===== src/rtl/vga_fsm.sv =====
// vga_fsm: free-running VGA raster timing generator.
// A pixel-rate tick is derived from the system clock. Horizontal and vertical
// counters advance on that tick. All video outputs are registered decodes of
// the current counter values.
module vga_fsm #(
    parameter int PIX_DIV  = 2,
    parameter int H_ACTIVE = 640,
    parameter int H_FP     = 16,
    parameter int H_SYNC   = 96,
    parameter int H_BP     = 48,
    parameter int V_ACTIVE = 480,
    parameter int V_FP     = 10,
    parameter int V_SYNC   = 2,
    parameter int V_BP     = 33
) (
    input  logic       clk,
    input  logic       rst,
    output logic [8:0] row,
    output logic [9:0] col,
    output logic       Hsync,
    output logic       Vsync,
    output logic       en_r,
    output logic       hBlank,
    output logic       vBlank
);

    localparam int H_TOTAL = H_ACTIVE + H_FP + H_SYNC + H_BP;
    localparam int V_TOTAL = V_ACTIVE + V_FP + V_SYNC + V_BP;
    localparam int HW      = $clog2(H_TOTAL);
    localparam int VW      = $clog2(V_TOTAL);
    localparam int PW      = (PIX_DIV > 1) ? $clog2(PIX_DIV) : 1;

    localparam logic [PW-1:0] P_LAST   = PW'(PIX_DIV - 1);
    localparam logic [HW-1:0] H_LAST   = HW'(H_TOTAL - 1);
    localparam logic [VW-1:0] V_LAST   = VW'(V_TOTAL - 1);
    localparam logic [HW-1:0] H_VIS    = HW'(H_ACTIVE);
    localparam logic [HW-1:0] HS_START = HW'(H_ACTIVE + H_FP);
    localparam logic [HW-1:0] HS_END   = HW'(H_ACTIVE + H_FP + H_SYNC);
    localparam logic [VW-1:0] V_VIS    = VW'(V_ACTIVE);
    localparam logic [VW-1:0] VS_START = VW'(V_ACTIVE + V_FP);
    localparam logic [VW-1:0] VS_END   = VW'(V_ACTIVE + V_FP + V_SYNC);

    logic [PW-1:0] pdiv;
    logic [HW-1:0] hcount;
    logic [VW-1:0] vcount;
    logic          tick;

    logic          h_blank_d;
    logic          v_blank_d;
    logic          hsync_d;
    logic          vsync_d;
    logic [9:0]    col_d;
    logic [8:0]    row_d;

    assign tick = (pdiv == P_LAST);

    // Pixel divider and raster counters; vcount steps only when hcount wraps.
    always_ff @(posedge clk) begin
        if (rst) begin
            pdiv   <= '0;
            hcount <= '0;
            vcount <= '0;
        end else begin
            pdiv <= tick ? '0 : pdiv + PW'(1);
            if (tick) begin
                if (hcount == H_LAST) begin
                    hcount <= '0;
                    vcount <= (vcount == V_LAST) ? '0 : vcount + VW'(1);
                end else begin
                    hcount <= hcount + HW'(1);
                end
            end
        end
    end

    // Combinational decode of the current counter position.
    always_comb begin
        h_blank_d = 1'b0;
        v_blank_d = 1'b0;
        hsync_d   = 1'b1;
        vsync_d   = 1'b1;
        col_d     = '0;
        row_d     = '0;
        h_blank_d = (hcount >= H_VIS);
        v_blank_d = (vcount >= V_VIS);
        hsync_d   = !((hcount >= HS_START) && (hcount < HS_END));
        vsync_d   = !((vcount >= VS_START) && (vcount < VS_END));
        if (!h_blank_d) col_d = 10'(hcount);
        if (!v_blank_d) row_d = 9'(vcount);
    end

    // Output register: one clock behind the counters, reset to idle levels.
    always_ff @(posedge clk) begin
        if (rst) begin
            row    <= '0;
            col    <= '0;
            Hsync  <= 1'b1;
            Vsync  <= 1'b1;
            en_r   <= 1'b0;
            hBlank <= 1'b0;
            vBlank <= 1'b0;
        end else begin
            row    <= row_d;
            col    <= col_d;
            Hsync  <= hsync_d;
            Vsync  <= vsync_d;
            en_r   <= !h_blank_d && !v_blank_d;
            hBlank <= h_blank_d;
            vBlank <= v_blank_d;
        end
    end

endmodule


===== config.mk =====
export PLATFORM = sky130hd
export DESIGN_NAME = vga_fsm
export DESIGN_NICKNAME = d
export VERILOG_FILES = /design/src/rtl/vga_fsm.sv
export SDC_FILE = /design/constraint.sdc
export NUM_CORES = 1
export LEC_CHECK = 0
export CAP_MARGIN = 40
export CORE_ASPECT_RATIO = 1.75
export CORE_MARGIN = 5
export CORE_UTILIZATION = 40
export CTS_CLUSTER_DIAMETER = 40
export DETAILED_ROUTE_END_ITERATION = 6
export SYNTH_ARGS = -nofsm -noshare
export SYNTH_HDL_FRONTEND = slang
export SYNTH_SLANG_ARGS = --single-unit

===== constraint.sdc =====
create_clock -name clk -period 3.3 [get_ports clk]
set_input_delay 0.99 -clock clk [delete_from_list [all_inputs] [get_ports clk]]
set_output_delay 0.99 -clock clk [all_outputs]
set_load 0.05 [all_outputs]

==> results.py <==
metrics = {
    "run_status": {
        "status": "completed",
    },
    "job": {
        "max-cap-violations": 0,
    },
    "detailed_routing": {
        "met3_length_um": 143,
        "first_iter_violations": 30,
        "ant_nets": 0,
        "avgRoutedWirePerCell_um": 14.3,
        "vias": 1389,
        "drt-met1-wl_um": 1410,
        "wl_met2_um": 2030,
        "top_layer": "met4",
        "drt-pass1-iter-count": 4,
        "routed_wl_um": 3730,
        "drc": 0,
        "avgViaCountPerCell": 5.34,
    },
    "critical_path": {
        "start_kind": "register",
        "slowest_delay_ns": 0.81,
        "timing.reg2reg.setup_slack_ns": 1.37,
        "crit_family": "buffers and inverters",
        "worstReg2RegStart": "hcount[0]",
        "critPathBufInv": 1,
        "cp-endpoint": "col[6]",
        "worst-path-stages": 1,
        "rr_worst_depth": 5,
        "end_kind": "output port",
        "crit_slowest_cell": "clkdlybuf4s50_1",
        "critical_path.startpoint": "col[6]",
        "worstSetupPathType": "reg -> out",
        "crit_fanout": 1,
        "cp_data_arrival_time_ns": 1.42,
        "r2r_end": "vcount[2]",
        "cp.required_ns": 2.31,
        "worstPathCellList": "clkdlybuf4s50_1",
    },
    "sta": {
        "setup_slack_ns": 0.886,
        "max_slew_margin_pct": 52.5,
        "fmax_mhz": 414,
        "skew_ns": 0.00753,
        "setup_tns_ns": 0,
        "final.period_utilization_pct": 73.1,
        "fin_crit_ns": 2.41,
        "worstMarginPinSlew_ns": 0.707,
        "rsz0062_at_grt": "no",
        "setup_viol": 0,
        "hold_ws_ns": 0.481,
        "hold_viol": 0,
        "slew_violations": 0,
    },
    "finish": {
        "area_delta_synth_final_pct": 20.4,
        "seq_area_um2": 901,
        "final_common_cell": "dfxtp_1",
        "n_fill_cell": 413,
        "drive_gt1_share_pct": 5.26,
        "multi_input_area_um2": 805,
        "final_cell_mix": "dfxtp_1, clkdlybuf4s50_1, and2_1",
        "diodes": 0,
        "final_nets": 214,
    },
    "floorplanning": {
        "fp-row-count": 32,
        "initial_core_util_pct": 40.7,
        "ioPinCount": 26,
        "core_area_um2": 4360,
        "die_h_um": 98.2,
        "die_w_um": 60.4,
        "die-area_um2": 5930,
    },
    "yosys": {
        "synth_area_per_cell_um2": 9.76,
        "syn_inst": 182,
        "synth_fp_nets": 188,
        "yosysWarnings": 0,
        "synthFlopType": "dfxtp_1",
        "synth-edff-count": 0,
        "synth.ff_latch_count": 45,
        "synth.yosys.seq_area_share_pct": 50.7,
        "yosysUniqueCellTypes": 42,
        "syn_area_um2": 1780,
        "async_flop_share_pct": 0,
    },
    "global_routing": {
        "grt_max_degree": 15,
        "grt_pass1_wl_um": 6350,
        "grt_pass1_vias": 1415,
        "overflow": 0,
        "track_usage_pct": 14.1,
        "antenna_found_initial": 0,
    },
    "clocking": {
        "path_clk_slew_ns": 0.08,
        "numCtsBuffers": 5,
        "h-tree-depth": 2,
        "ctsResizeCount": 0,
        "clockBufferDepth": 2,
        "cts.sinks": 45,
        "clk_latency_ns": 0.30,
        "cts-root-buf": "clkbuf_8",
        "cts_setup_buffers": 0,
        "hold_buffers": 0,
        "cts_tree": "yes",
    },
    "power": {
        "leakage_nw": 0.798,
        "ir_worst_vdd_mv": 0.275,
        "power_density_nw_per_um2": 459,
        "finalPower_w": 0.000981,
    },
    "placement": {
        "place_ws_ns": 0.716,
        "hpwl_um": 2790,
        "routabilityCongestion": 0.829,
        "port_buffers": 25,
    },
    "worst_hold_path": {
        "holdCritPathClass": "reg -> reg",
    },
}
power by group:
| part | internal [W] | switching, W |
|---|---|---|
| Combinational | 0.0000278 | 0.0000457 |
| Sequential | 0.000558 | 0.0000177 |
| Clock | 0.000147 | 0.000185 |
| Total | 0.000733 | 0.000249 |
per-layer routing:
layer | vias up | track usage, %
li1 | 683 | -
met1 | 657 | 14.5
met2 | 38 | 24.3
met3 | 11 | 3.57
met4 | 0 | 8.70
met5 | - | 0
synth_stat cells, drive strengths merged (5+ instances only):
| cell | number | area, um^2 |
|---|---|---|
| nor2b | 7 | 43.8 |
| and2 | 17 | 106 |
| inv | 6 | 22.5 |
| and3 | 5 | 31.3 |
| nor2 | 13 | 48.8 |
| nand3 | 10 | 50.1 |
| nor3 | 5 | 25.0 |
| nand2 | 9 | 33.8 |
| nor4 | 5 | 31.3 |
| dfxtp | 45 | 901 |
kinds of logic after synthesis:
group                    after synthesis  synth area share (%)
AND/OR/NAND/NOR                       91                  30.5
multiplexers                           1                 0.563
AO/OA/AOI/OAI                         20                  7.96
adder cells (fa/ha/maj)                4                  2.82
flip-flops                            45                  50.7
buffers and inverters                 14                  4.01
XOR/XNOR                               7                  3.45
state kept, by name, indices dropped and copies added (netlist names), 9 cells and up:
register  count
col          10
hcount       10
vcount       10
row           9
final cells by class:
type / count / share of cell area (%)
sequential: 45 / 42.1
multi-input combinational: 123 / 37.6
timing repair buffer: 27 / 12.4
clock buffer: 6 / 3.39
tap: 51 / 2.98
inverter: 6 / 1.05
clock inverter: 2 / 0.468
worst min-delay path by stage:
stage              start  endpoint  slack [ns]  depth (start not counted)
6_report       vcount[1]     Vsync        0.48                          1
5_1_grt        vcount[1]     Vsync        0.50                          1
4_1_cts        vcount[1]     Vsync        0.48                          1
3_5_place_dp   vcount[1]     Vsync        0.46                          1
3_3_place_gp   vcount[1]     Vsync        0.44                          1
2_1_floorplan  vcount[1]     Vsync        0.42                          1
through the flow:
step / instance area (um^2) / cells / utilization (%)
final: 2140 / 260 / 49.0
after global routing: 2140 / 260 / 49.0
after CTS: 2140 / 260 / 49.0
after detailed placement: 2060 / 252 / 47.1
after global placement: 2060 / 252 / 47.1
after floorplan: 1780 / 182 / -
No activity file was read; power rests on OpenSTA's default activity.
